## src/rtl/rs232_tx.sv

```systemverilog
// RS-232 8N1 transmitter: one start bit, eight data bits LSB first, one stop bit,
// each lasting CLKS_PER_BIT clock cycles. All outputs come straight from flops.
module rs232_tx #(
  parameter int CLKS_PER_BIT = 16
) (
  input  logic       i_clk,
  input  logic       i_rst,
  input  logic       i_start,
  input  logic [7:0] i_data,
  output logic       o_tx,
  output logic       o_busy,
  output logic       o_finished
);

  typedef enum logic [1:0] {
    S_IDLE,
    S_START,
    S_DATA,
    S_STOP
  } state_t;

  localparam logic [15:0] BAUD_LAST = 16'(CLKS_PER_BIT - 1);

  state_t      r_state;
  logic [15:0] r_baud;
  logic [2:0]  r_bit;
  logic [7:0]  r_shift;
  logic        r_tx;
  logic        r_busy;
  logic        r_finished;

  state_t      w_state_nxt;
  logic [15:0] w_baud_nxt;
  logic [2:0]  w_bit_nxt;
  logic [7:0]  w_shift_nxt;
  logic        w_tx_nxt;
  logic        w_busy_nxt;
  logic        w_finished_nxt;
  logic        w_bit_done;

  assign w_bit_done = (r_baud == BAUD_LAST);

  // NOTE: every signal gets a default before the case so no path leaves one
  // unassigned, which would otherwise infer a latch.
  always_comb begin
    w_state_nxt    = r_state;
    w_baud_nxt     = r_baud + 16'd1;
    w_bit_nxt      = r_bit;
    w_shift_nxt    = r_shift;
    w_tx_nxt       = r_tx;
    w_busy_nxt     = r_busy;
    w_finished_nxt = 1'b0;

    case (r_state)
      S_IDLE: begin
        w_baud_nxt = '0;
        w_tx_nxt   = 1'b1;
        w_busy_nxt = 1'b0;
        if (i_start) begin
          w_state_nxt = S_START;
          w_shift_nxt = i_data;
          w_bit_nxt   = '0;
          w_tx_nxt    = 1'b0;
          w_busy_nxt  = 1'b1;
        end
      end
      S_START: begin
        if (w_bit_done) begin
          w_state_nxt = S_DATA;
          w_baud_nxt  = '0;
          w_tx_nxt    = r_shift[0];
        end
      end
      S_DATA: begin
        if (w_bit_done) begin
          w_baud_nxt = '0;
          if (r_bit == 3'd7) begin
            w_state_nxt = S_STOP;
            w_tx_nxt    = 1'b1;
          end else begin
            // Shift first so the next bit to send is always r_shift[0].
            w_bit_nxt   = r_bit + 3'd1;
            w_shift_nxt = {1'b0, r_shift[7:1]};
            w_tx_nxt    = r_shift[1];
          end
        end
      end
      S_STOP: begin
        if (w_bit_done) begin
          w_state_nxt    = S_IDLE;
          w_baud_nxt     = '0;
          w_tx_nxt       = 1'b1;
          w_busy_nxt     = 1'b0;
          w_finished_nxt = 1'b1;
        end
      end
      default: begin
        w_state_nxt = S_IDLE;
        w_baud_nxt  = '0;
        w_tx_nxt    = 1'b1;
        w_busy_nxt  = 1'b0;
      end
    endcase
  end

  // NOTE: sequential state uses non-blocking assignments so every flop samples
  // the pre-edge value of every other flop.
  always_ff @(posedge i_clk) begin
    if (i_rst) begin
      r_state    <= S_IDLE;
      r_baud     <= '0;
      r_bit      <= '0;
      r_shift    <= '0;
      r_tx       <= 1'b1;
      r_busy     <= 1'b0;
      r_finished <= 1'b0;
    end else begin
      r_state    <= w_state_nxt;
      r_baud     <= w_baud_nxt;
      r_bit      <= w_bit_nxt;
      r_shift    <= w_shift_nxt;
      r_tx       <= w_tx_nxt;
      r_busy     <= w_busy_nxt;
      r_finished <= w_finished_nxt;
    end
  end

  assign o_tx       = r_tx;
  assign o_busy     = r_busy;
  assign o_finished = r_finished;

endmodule

```

## config.mk

```make
export PLATFORM = sky130hd
export DESIGN_NAME = rs232_tx
export DESIGN_NICKNAME = d
export VERILOG_FILES = /design/src/rtl/rs232_tx.sv
export SDC_FILE = /design/constraint.sdc
export NUM_CORES = 1
export LEC_CHECK = 0
export ABC_CLOCK_PERIOD_IN_PS = 4150
export CORE_MARGIN = 3
export CORE_UTILIZATION = 57
export DETAILED_ROUTE_END_ITERATION = 8
export PLACE_DENSITY = 0.83
export SLEW_MARGIN = 15
export SYNTH_ARGS = -nofsm -noshare
export SYNTH_HDL_FRONTEND = slang
export SYNTH_SLANG_ARGS = --single-unit
```

## constraint.sdc

```tcl
create_clock -name i_clk -period 4.15 [get_ports i_clk]
set_input_delay 0.6225 -clock i_clk [delete_from_list [all_inputs] [get_ports i_clk]]
set_output_delay 0.6225 -clock i_clk [all_outputs]
set_load 0.03 [all_outputs]
```

==> results.cfg, run 1 <==
[status]
status = finished, final reports clean

[timing]
finalCriticalPeriod_ns = 2.38
worst_slew_pin_slew_ns = 0.668
fin_setup_tns_ns = 0
rsz0062_at_grt = false
fin_skew_ns = 0.00853
fin_crit_sh_pct = 57.4
slew_viol_final = 0
hold_viol = 0
relSlewSlack_pct = 55.4
max_freq_mhz = 420
worst_slack_ns = 1.77
setup_viol = 0

[yosys]
yosysTopAreaCell = dfxtp_1
ys_types = 48
netlist_instances = 168
synth-async-reset-ratio_pct = 0
yosys_warnings = 0
yosysTopAreaCellShare_pct = 38.7
synth_area_um2 = 1660
synth_fp_nets = 187
ys_seq_elements = 32
synth_seq_area_share_pct = 38.7
avgSynthCellArea_um2 = 9.86
synth-main-ff-cell = dfxtp_1
synth_edf_count = 0
synthTopCellsByArea = dfxtp_1 (39%), a211oi_1 (6.8%), ha_1 (6.0%)

[placed_design]
place_ws_ns = 1.74
gp_congestion = 0.797
dpl_cell_area_um2 = 1770
place_inst = 204
hpwl_mm = 2.28
numPortBuffers = 13

[final_layout]
num-nets-final = 200
final_area_um2 = 1830
final_cell_count_no_fill = 212
layout.area.seq_um2 = 641
antenna_cells = 0
fill_cells = 208
final_core_util_pct = 70.0
drive_gt1_share_pct = 9.89
syn_to_final_growth_pct = 10.4
multi_input_area_um2 = 936

[clock_tree]
post_cts_resized = 0
clkLatencyLatePin_ns = 0.33
clock_sinks = 32
root_buffer = clkbuf_4
cts_buffers = 5
hold_buffers = 0
cts_buffer_depth = 2
clk_pin_slew_ns = 0.09
cts_max_level = 2
cts_tree = done
post_cts_buffers = 0

[global_route]
antenna_found_initial = 0
grt_max_degree = 21
grt_pass1_wl_mm = 5.60
grtUsageTotal_pct = 20.6
grt-ovfl-total = 0
grt_pass1_vias = 1296

[drt]
routed-via-count = 1290
routedWlPerCell_um = 14.7
drt_iter0_markers = 54
drt_wl_total_mm = 3.11
routed_via_density = 6.08
post-route-drc-count = 0
antenna_left = 0
drt_pass1_iterations = 4

[pwr]
power_density_nw_per_um2 = 438
ir_worst_vdd_uv = 330
p_leak_uw = 0.000602

[floorplan]
fp.dieW_um = 59.9
initial_core_util_pct = 63.4
die_h_um = 59.9
dieArea_um2 = 3590
boundaryPins = 14
fp.coreArea_um2 = 2610
rows = 18

[setup_path]
end_kind = flop
worst_r2r_path_depth = 6
worstPathMaxFanout = 16
critPathRequiredTime_ns = 4.38
crit_path_start_kind = flop
critPathKind = flop to flop
cp.arrival_ns = 2.61

[hold_path]
min_path_cells = 1
min_path_type = flop to flop

[flow_run]
maxCapViolCount = 0
[state kept, by name, indices dropped and copies added (netlist names)]
| register | cells |
|---|---|
| o_finished | 1 |
| o_busy | 1 |
| o_tx | 1 |
| r_bit | 3 |
| r_baud | 16 |
| r_shift | 8 |
| r_state | 2 |
[per-stage QoR]
step           total power, uW  hold slack, ns
5_1_grt                    856           0.517
4_1_cts                    809           0.505
6_report                   801           0.497
3_5_place_dp               624           0.489
3_3_place_gp               609           0.435
2_1_floorplan              566           0.417
[cell usage after synthesis (2+ instances only)]
cell type / number
or3_1: 2
nor4_4: 3
a2111oi_0: 2
ha_1: 8
nand2_1: 5
dfxtp_1: 32
xnor2_1: 9
nor3_1: 2
xor2_1: 4
mux2i_1: 8
o211ai_1: 3
nor2_1: 18
nand2b_1: 5
a21oi_1: 4
a211oi_1: 15
inv_1: 7
nand4_1: 7
nor4_1: 4
[path summary, 6_finish.rpt]
path / start / to / slack (ns)
worst max-delay path: r_state[0] / r_shift[4] / 1.77
worst min register to register: r_baud[0] / r_baud[0] / 0.50
worst max register to register: r_state[0] / r_shift[4] / 1.77
worst min-delay path: r_baud[0] / r_baud[0] / 0.50
[cells in the final DEF (no fill, tap or decap), drive strengths merged]
master	instances
a2111oi	2
nor3	2
xor2	4
inv	7
o21ai	2
nand3	1
dfxtp	32
mux2	1
and2b	2
a311o	1
and3	1
nor2	18
a21oi	4
or3	3
nor3b	1
nand3b	1
o21a	1
a31o	1
ha	8
nand2	5
a211oi	15
a221oi	1
clkbuf	8
clkdlybuf4s50	13
and2	1
a211o	1
o32ai	1
or2	1
nand4	8
and4	2
or4	1
mux2i	8
xnor2	9
o211ai	3
nand2b	5
nor2b	1
nor4	7
[critical path, cell delays in order (launching register included)]
cell and delay (ns):
dfxtp_1 0.34, inv_1 0.12, ha_1 0.61, and2b_2 0.27, nor2b_1 0.52, a211oi_1 0.16, a211oi_1 0.26
[report_power, final]
part | switching (uW) | leakage, uW | total [uW] | internal (uW)
Sequential | 31.1 | 0.000261 | 386 | 355
Combinational | 127 | 0.000309 | 232 | 104
Clock | 100 | 0.0000326 | 184 | 83.5
[area by class of cell]
class / instances / area share, %
Tap cell: 30 / 2.05
Clock buffer: 8 / 3.21
Multi-Input combinational cell: 122 / 51.2
Inverter: 7 / 1.44
Sequential cell: 32 / 35.0
Timing Repair Buffer: 13 / 7.11
[logic make-up after synthesis]
group	Yosys count	share of synthesized area, %
buffers and inverters	14	4.83
xor gates and xnor gates	13	6.87
adders and majority gates	8	6.04
AOI/OAI and AO/OA	32	14.3
muxes	9	5.51
DFF	32	38.7
and+or+nand+nor	60	23.8
[routing by layer]
metal  global-route usage (%)  vias up  part of all wire [%]
li1                         -      641                     -
met1                     25.1      616                    43
met2                     34.4       27                    52
met3                     4.54        6                   3.9
met4                     9.18        0                   1.7
met5                        0        -                     0
Note: power is estimated with default switching activity, not from simulation.
==> run 2: changes to the inputs <==
ABC_CLOCK_PERIOD_IN_PS = 2480   (was 4150)
CORE_UTILIZATION = 56   (was 57)
PLACE_DENSITY = 0.81   (was 0.83)
clock period = 2.48 ns   (was 4.15 ns; I/O delays follow)
==> run 2 against run 1 <==
Effect of this change: utilization down 3.6 points; register-to-register slack got worse by 1.4 ns; final area is 1.0% higher; non-clock buffer count up 2; worst hold slack got worse by 0.039 ns; setup slack got worse by 1.4 ns; critical path type unchanged.
==> results.cfg, run 2 (synthesis results as in run 1) <==
[setup_path]
worstPathMaxFanout = 15
crit_start = r_state[0]
critPathRequiredTime_ns = 2.73
worst-path-stages = 7
cp.arrival_ns = 2.37
cp_top_family = simple AND/OR/NAND/NOR gates
end_kind = flop
slowest_delay_ns = 0.51
path_common_cell = a211oi_1
crit_path_start_kind = flop
cp-endpoint = r_shift[6]
regToRegEndpoint = r_shift[6]
reg2reg_from = r_state[0]
worst_r2r_path_depth = 7
crit_chain = inv_1 -> ha_1 -> buf_4 -> and2b_2 -> nor2b_1 -> a211oi_1 -> a211oi_1
slowest_stage = nor2b_1
critPathKind = flop to flop
rrSetupSlack_ns = 0.37
worst-path-buf-inv = 2

[clock_tree]
clkLatencyLatePin_ns = 0.34
cts_buffer_depth = 2
hold_buffers = 0
clock_sinks = 32
post_cts_resized = 0
cts_buffers = 5
cts_tree = done
cts_max_level = 2
root_buffer = clkbuf_4
post_cts_buffers = 0
clk_pin_slew_ns = 0.11

[drt]
dr_wl_met3_um = 143
route.met2.wl_mm = 1.56
drt_wl_total_mm = 3.26
post-route-drc-count = 0
routed-via-count = 1289
drt_pass1_iterations = 4
routedWlPerCell_um = 15.2
m1WireLength_mm = 1.45
antenna_left = 0
route.top_layer_used = met4
routed_via_density = 6.00
drt_iter0_markers = 68

[floorplan]
fp.dieW_um = 60.4
dieArea_um2 = 3650
die_h_um = 60.4
rows = 19
fp.coreArea_um2 = 2780
initial_core_util_pct = 59.6
boundaryPins = 14

[timing]
hold_viol = 0
setup_viol = 0
slew_viol_final = 0
fin_setup_tns_ns = 0
fin_skew_ns = 0.0194
max_freq_mhz = 473
fin_crit_sh_pct = 85.3
finalCriticalPeriod_ns = 2.11
relSlewSlack_pct = 59.6
rsz0062_at_grt = false
worst_slew_pin_slew_ns = 0.605
hold_ws_ns = 0.458

[final_layout]
fill_cells = 238
final_core_util_pct = 66.4
top_regs = r_baud x16, r_shift x8, r_bit x3
num-nets-final = 202
final_common_cell = dfxtp_1
drive_gt1_share_pct = 12.0
final_cell_mix = dfxtp_1 (32), nor2_1 (18), a211oi_1 (15), clkdlybuf4s50_1 (13), xnor2_1 (9)
largest_reg_flops = 16
antenna_cells = 0
syn_to_final_growth_pct = 11.6
final_cell_count_no_fill = 215
max_flop_register = r_baud

[global_route]
grt-ovfl-total = 0
antenna_found_initial = 0
grt_pass1_vias = 1313
grtUsageTotal_pct = 21.0
grt_max_degree = 20
grt_pass1_wl_mm = 5.80

[status]
status = finished, final reports clean

[placed_design]
place_inst = 207
hpwl_mm = 2.39
gp_congestion = 0.828
numPortBuffers = 13

[pwr]
p_leak_uw = 0.000618
ir_worst_vdd_uv = 623
power_density_nw_per_um2 = 734
design_power_total_uw = 1360

[hold_path]
min_path_type = flop to flop

[flow_run]
maxCapViolCount = 0
## run 2: cell types whose count changed in the layout (fill, tap and decap cells not counted), sizes merged
cell    previous run  this run
buf                0         2
clkbuf             8         6
clkinv             0         2
## run 2: per-layer routing
metal,vias up,global-route usage (%)
li1,646,-
met1,601,25.0
met2,28,35.2
met3,14,4.47
met4,0,11.7
met5,-,0
## run 2: final cells by class
cell class / instances / area [um^2] / area share (%)
flip-flops and latches: 32 / 641 / 34.7
repair buffers: 15 / 145 / 7.85
inverters: 7 / 26.3 / 1.42
multi-input cells: 122 / 936 / 50.6
well taps: 31 / 38.8 / 2.10
clock inverters: 2 / 10.0 / 0.542
clock buffers: 6 / 51.3 / 2.78
## run 2: how the worst min path moves through the flow
stage	start	end	slack, ns	cells after the start
after floorplan	r_baud[0]	r_baud[0]	0.42	1
after global placement	r_baud[0]	r_baud[0]	0.43	1
after detailed placement	r_baud[0]	r_baud[0]	0.44	1
after CTS	r_baud[0]	r_baud[0]	0.46	1
after global routing	r_baud[0]	r_baud[0]	0.49	1
final	r_baud[0]	r_baud[0]	0.46	1
## run 2: stage by stage
stage	area, um^2	worst slack [ns]
detailed placement	1790	0.375
global route	1850	0.182
floorplan	1660	0.696
CTS	1850	0.369
global placement	1790	0.483
finish	1850	0.365
## run 2: power breakdown
| group | total, uW | switching [uW] | leakage [uW] | internal [uW] |
|---|---|---|---|---|
| logic | 392 | 214 | 0.000319 | 177 |
| clock network | 316 | 181 | 0.0000380 | 135 |
| registers | 648 | 54.0 | 0.000261 | 594 |
| total | 1360 | 450 | 0.000618 | 906 |
